### src/rtl/calyx_arith_pkg.sv
// Shared types and helpers for the sequential arithmetic primitives.
// Imported by the multiplier top and its unsigned core.
package calyx_arith_pkg;

    typedef enum logic [1:0] {IDLE, RUN, DONE} mult_state_t;

    // Bits needed for an iteration counter that must hold the value 'width'.
    function automatic int count_width(input int width);
        return $clog2(width + 1);
    endfunction

endpackage

### src/rtl/std_mult_seq_core.sv
// Unsigned radix-2 shift-and-add core: one multiplier bit per cycle, go/done FSM.
// 'product' is valid only in the cycle 'done' is high; 'start' marks an accepted request.
module std_mult_seq_core
    import calyx_arith_pkg::*;
#(
    parameter int width = 32
) (
    input  logic               clk,
    input  logic               reset,
    input  logic               go,
    input  logic [width-1:0]   a,
    input  logic [width-1:0]   b,
    output logic [2*width-1:0] product,
    output logic               done,
    output logic               start
);

    localparam int CW = count_width(width);

    mult_state_t        r_state;
    mult_state_t        w_state_next;
    logic [width-1:0]   r_acc;
    logic [width-1:0]   r_mplier;
    logic [width-1:0]   r_mcand;
    logic [CW-1:0]      r_count;
    logic [width:0]     w_sum;
    logic [2*width-1:0] w_shifted;
    logic               w_zero;

    assign w_zero    = (a == '0) || (b == '0);
    // One bit wider than acc so the carry of acc + mcand is shifted in, not lost.
    assign w_sum     = {1'b0, r_acc} + (r_mplier[0] ? {1'b0, r_mcand} : '0);
    assign w_shifted = {w_sum, r_mplier[width-1:1]};

    // NOTE: sequential state uses non-blocking assignments so every flop samples pre-edge values.
    always_ff @(posedge clk or posedge reset) begin
        if (reset) r_state <= IDLE;
        else       r_state <= w_state_next;
    end

    always_comb begin
        // NOTE: defaults first so no path through the case leaves a signal unassigned (no latches).
        w_state_next = r_state;
        product      = '0;
        done         = 1'b0;
        start        = 1'b0;
        unique case (r_state)
            IDLE: begin
                if (go) begin
                    start = 1'b1;
                    if (w_zero) begin
                        w_state_next = DONE;
                        done         = 1'b1;
                    end else begin
                        w_state_next = RUN;
                    end
                end
            end
            RUN: begin
                if (!go) begin
                    w_state_next = IDLE;
                end else if (r_count == CW'(1)) begin
                    w_state_next = DONE;
                    done         = 1'b1;
                    product      = w_shifted;
                end
            end
            DONE: begin
                if (!go) w_state_next = IDLE;
            end
            default: w_state_next = IDLE;
        endcase
    end

    always_ff @(posedge clk or posedge reset) begin
        if (reset) begin
            r_acc    <= '0;
            r_mplier <= '0;
            r_mcand  <= '0;
            r_count  <= '0;
        end else if (start) begin
            r_mcand  <= a;
            r_mplier <= b;
            r_acc    <= '0;
            r_count  <= CW'(width);
        end else if (r_state == RUN && go) begin
            {r_acc, r_mplier} <= w_shifted;
            r_count           <= r_count - CW'(1);
        end
    end

endmodule

### src/rtl/std_mult_seq.sv
// Sequential multiplier top: sign-magnitude wrapper around the unsigned core.
// Registers the full 2*width product and a one-cycle done pulse.
module std_mult_seq
    import calyx_arith_pkg::*;
#(
    parameter int width       = 32,
    parameter int signed_mode = 0
) (
    input  logic             clk,
    input  logic             reset,
    input  logic             go,
    input  logic [width-1:0] left,
    input  logic [width-1:0] right,
    output logic [width-1:0] out,
    output logic [width-1:0] out_hi,
    output logic             done
);

    logic [width-1:0]   w_left_mag;
    logic [width-1:0]   w_right_mag;
    logic               w_neg;
    logic               r_neg;
    logic               w_core_done;
    logic               w_start;
    logic [2*width-1:0] w_mag_product;
    logic [2*width-1:0] w_product;

    // -2^(width-1) negates to itself, which read unsigned is the correct magnitude.
    always_comb begin
        w_left_mag  = left;
        w_right_mag = right;
        w_neg       = 1'b0;
        if (signed_mode != 0) begin
            w_left_mag  = left[width-1]  ? -left  : left;
            w_right_mag = right[width-1] ? -right : right;
            w_neg       = left[width-1] ^ right[width-1];
        end
    end

    std_mult_seq_core #(
        .width(width)
    ) u_core (
        .clk    (clk),
        .reset  (reset),
        .go     (go),
        .a      (w_left_mag),
        .b      (w_right_mag),
        .product(w_mag_product),
        .done   (w_core_done),
        .start  (w_start)
    );

    // A zero short-circuit finishes before r_neg is loaded; its product is 0 either way.
    assign w_product = r_neg ? -w_mag_product : w_mag_product;

    always_ff @(posedge clk or posedge reset) begin
        if (reset) begin
            r_neg  <= 1'b0;
            out    <= '0;
            out_hi <= '0;
            done   <= 1'b0;
        end else begin
            if (w_start) r_neg <= w_neg;
            done <= w_core_done;
            if (w_core_done) {out_hi, out} <= w_product;
        end
    end

endmodule

### config.mk
export PLATFORM = sky130hd
export DESIGN_NAME = std_mult_seq
export DESIGN_NICKNAME = d
export VERILOG_FILES = /design/src/rtl/calyx_arith_pkg.sv /design/src/rtl/std_mult_seq_core.sv /design/src/rtl/std_mult_seq.sv
export SDC_FILE = /design/constraint.sdc
export NUM_CORES = 1
export LEC_CHECK = 0
export CAP_MARGIN = 25
export CORE_MARGIN = 5
export CORE_UTILIZATION = 40
export DETAILED_ROUTE_END_ITERATION = 10
export MAX_ROUTING_LAYER = met4
export SYNTH_ARGS = -nofsm -noshare
export SYNTH_HDL_FRONTEND = slang
export SYNTH_SLANG_ARGS = --single-unit
### constraint.sdc
create_clock -name clk -period 8.59 [get_ports clk]
set_input_delay 1.718 -clock clk [delete_from_list [all_inputs] [get_ports clk]]
set_output_delay 1.718 -clock clk [all_outputs]
set_load 0.02 [all_outputs]
==> flow_summary_export.csv <==
group,metric,value,unit
route,antenna_left,0,
clocking,clkTransAtPathRegs,0.08,ns
cells_and_area,ff_latch_area,0.00423,mm^2
yosys,yosys-top-cells-count,"dfrtp_1 (169), nand2_1 (85), a22o_1 (73)",
power,power_density,232,mW/mm^2
hold_path,min_path_cells,2,
clocking,clk_latency,0.44,ns
power,total_power,2.50,mW
worst_setup_path,startpoint,"go",
worst_setup_path,arrival,4.67,ns
floorplan,core_area,0.0212,mm^2
clocking,cts_tree,"done",
cells_and_area,fin_cells,1208,
clocking,cts.sinks,169,
worst_setup_path,critical_path_class,"in2reg",
global_routing,gr-usage-all-layers,18.8,%
floorplan,die_area,0.0246,mm^2
route,routed_wl,21900,um
sta,worst_slew_pin_slew,0.874,ns
route,remaining_drc_errors,0,
worst_setup_path,start_kind,"input port",
worst_setup_path,required,8.95,ns
hold_path,hp-class,"reg2reg",
worst_setup_path,r2r_slack,5.17,ns
route,drtIter0Drc,431,
sta,finalWorstSetupSlack,4.28,ns
floorplan,die_x,157,um
clocking,cts-resized-gates,0,
place,dp.cells,1175,
sta,setup_viol,0,
hold_path,hp-start,"out_hi[29]",
place,gp_congestion,0.878,
worst_setup_path,r2r_end,"out_hi[31]",
clocking,cts_buffer_depth,2,
yosys,synth_edf_count,0,
hold_path,hold_end,"out_hi[29]",
worst_setup_path,r2r-start,"u_core.r_mplier[0]",
sta,rsz0062_at_grt,"false",
clocking,holdBufCountCts,0,
route,dr.pass1.iters,5,
sta,drv_slew,0,
power,ir_drop,0.148,mV
cells_and_area,layout-drive-gt1-share,9.65,%
yosys,synth_most_common_cell,"dfrtp_1",
floorplan,die_h,157,um
sta,finalHoldViolCount,0,
route,viasPerCell,5.43,
yosys,async_flop_share,100,%
cells_and_area,multi_input_area,0.00416,mm^2
yosys,ys_types,58,
worst_setup_path,cp-end-kind,"flop",
yosys,synthesis.nets,911,
yosys,yosysTopAreaCellShare,49.0,%
sta,fmax,232,MHz
clocking,cts_buffers,17,
sta,fin_crit_sh,50.2,%
clocking,post_cts_buffers,0,
status,outcome,"completed",
yosys,syn_inst,809,
floorplan,rows,53,
clocking,cts_root_buf,"clkbuf_16",
cells_and_area,final_nets,1022,
cells_and_area,diodes,0,
yosys,synth.yosys.warnings,0,
yosys,syn_avg_cell_area,10.7,um^2
sta,period_needed,4.31,ns
global_routing,grt_pass1_wl,35600,um
place,hpwl,15500,um
worst_setup_path,reg2reg_depth,13,
sta,clock_skew,0.0160,ns
global_routing,antenna_found_initial,0,
global_routing,grt_pass1_vias,6636,
cells_and_area,synthToLayoutAreaGrowth,25.3,%
power,p_leak,4.81,nW
cells_and_area,n_fill_cell,1919,
worst_setup_path,cp_max_fo,43,
yosys,synth_area,0.00862,mm^2
yosys,seq_area_frac_synth,49.0,%
global_routing,grt_start_max_net_pins,101,
clocking,cts-htree-levels,4,
yosys,ys_ff_latch,169,
yosys,ys.flop_type,"dfrtp_1",
floorplan,start_util,40.8,%
route,vias,6556,
floorplan,num_io_pins,132,
global_routing,overflow,0,
sta,tns,0,ns
yosys,yosysTopAreaCell,"dfrtp_1",
route,wl_per_cell,18.2,um
place,io_buffers,131,
place,dp_slack,3.82,ns
flow_run,drv_cap,0,
yosys,synth_area_leaders,"dfrtp_1 (49%), a22o_1 (7.4%), ha_1 (4.9%), mux2_2 (4.3%), mux2i_1 (4.1%)",
sta,max-slew-margin-rel,41.7,%
flip-flops by register name, summed over array words and instances (netlist names):
| signal | flops |
|---|---|
| done | 1 |
| u_core.r_mplier | 32 |
| u_core.r_acc | 32 |
| u_core.r_state | 2 |
| u_core.r_count | 6 |
| u_core.r_mcand | 32 |
| out | 32 |
| out_hi | 32 |
power breakdown:
part	internal, mW	total (mW)	leakage, nW	switching (mW)
sequential	0.928	1.02	2.21	0.0947
combinational	0.311	0.708	2.31	0.397
clock	0.394	0.773	0.295	0.379
total	1.63	2.50	4.81	0.871
cell usage in the layout, fill, tap and decap left out, drive strengths merged, types with 17 or more instances in the layout:
master / n
dfrtp: 169
clkdlybuf4s50: 131
nand2: 85
a22o: 73
o21ai: 64
mux2i: 35
ha: 34
mux2: 33
and2: 31
inv: 28
nor2: 26
a21oi: 25
xnor2: 19
nor4: 17
clkbuf: 17
layout make-up:
| cell class | instances | area share (%) |
|---|---|---|
| multi-input combinational | 572 | 38.5 |
| clock buffer | 17 | 3.94 |
| timing repair buffer | 140 | 12.9 |
| sequential | 169 | 39.1 |
| tap | 275 | 3.18 |
| clock inverter | 15 | 1.60 |
| inverter | 20 | 0.741 |
per-stage QoR:
| stage | utilization [%] | instance area [um^2] | hold slack (ns) |
|---|---|---|---|
| 5_1_grt | 51.1 | 10800 | 0.514 |
| 4_1_cts | 51.0 | 10800 | 0.482 |
| 3_3_place_gp | 48.1 | 10200 | 0.464 |
| 2_1_floorplan | - | 8620 | 0.453 |
| 6_report | 51.1 | 10800 | 0.477 |
| 3_5_place_dp | 48.1 | 10200 | 0.467 |
how the worst max path moves through the flow:
stage / slack (ns) / endpoint
2_1_floorplan: 2.30 / done
4_1_cts: 4.28 / out_hi[31]
6_report: 4.28 / out_hi[31]
3_3_place_gp: 3.83 / out_hi[16]
3_5_place_dp: 3.82 / out_hi[31]
5_1_grt: 4.00 / out_hi[31]
per-layer routing:
| layer | up-vias | track usage, % | routed length (um) |
|---|---|---|---|
| li1 | 3206 | - | - |
| met1 | 3210 | 25.4 | 10500 |
| met2 | 123 | 29.4 | 10400 |
| met3 | 17 | 3.46 | 780 |
| met4 | 0 | 4.79 | 219 |
| met5 | - | - | 0 |
cells by family (layout without fill, tap and decap cells):
family                   Yosys count  after routing  share of synthesized area (%)
buffers and inverters             68            192                           3.02
adder cells (fa/ha/maj)           35             35                           5.16
flip-flops                       169            169                           49.0
AND/OR/NAND/NOR                  204            204                           11.5
multiplexers                      68             68                           8.37
XOR/XNOR                          26             26                           2.64
AO/OA/AOI/OAI                    239            239                           20.3
critical path, cell delays in order:
cell	delay, ns
clkdlybuf4s50_1	0.54
nor2b_1	0.66
nand2_1	0.46
nor2_4	0.40
buf_4	0.50
o21ai_0	0.17
o21ai_0	0.16
Power figures use the tool's default switching activity.
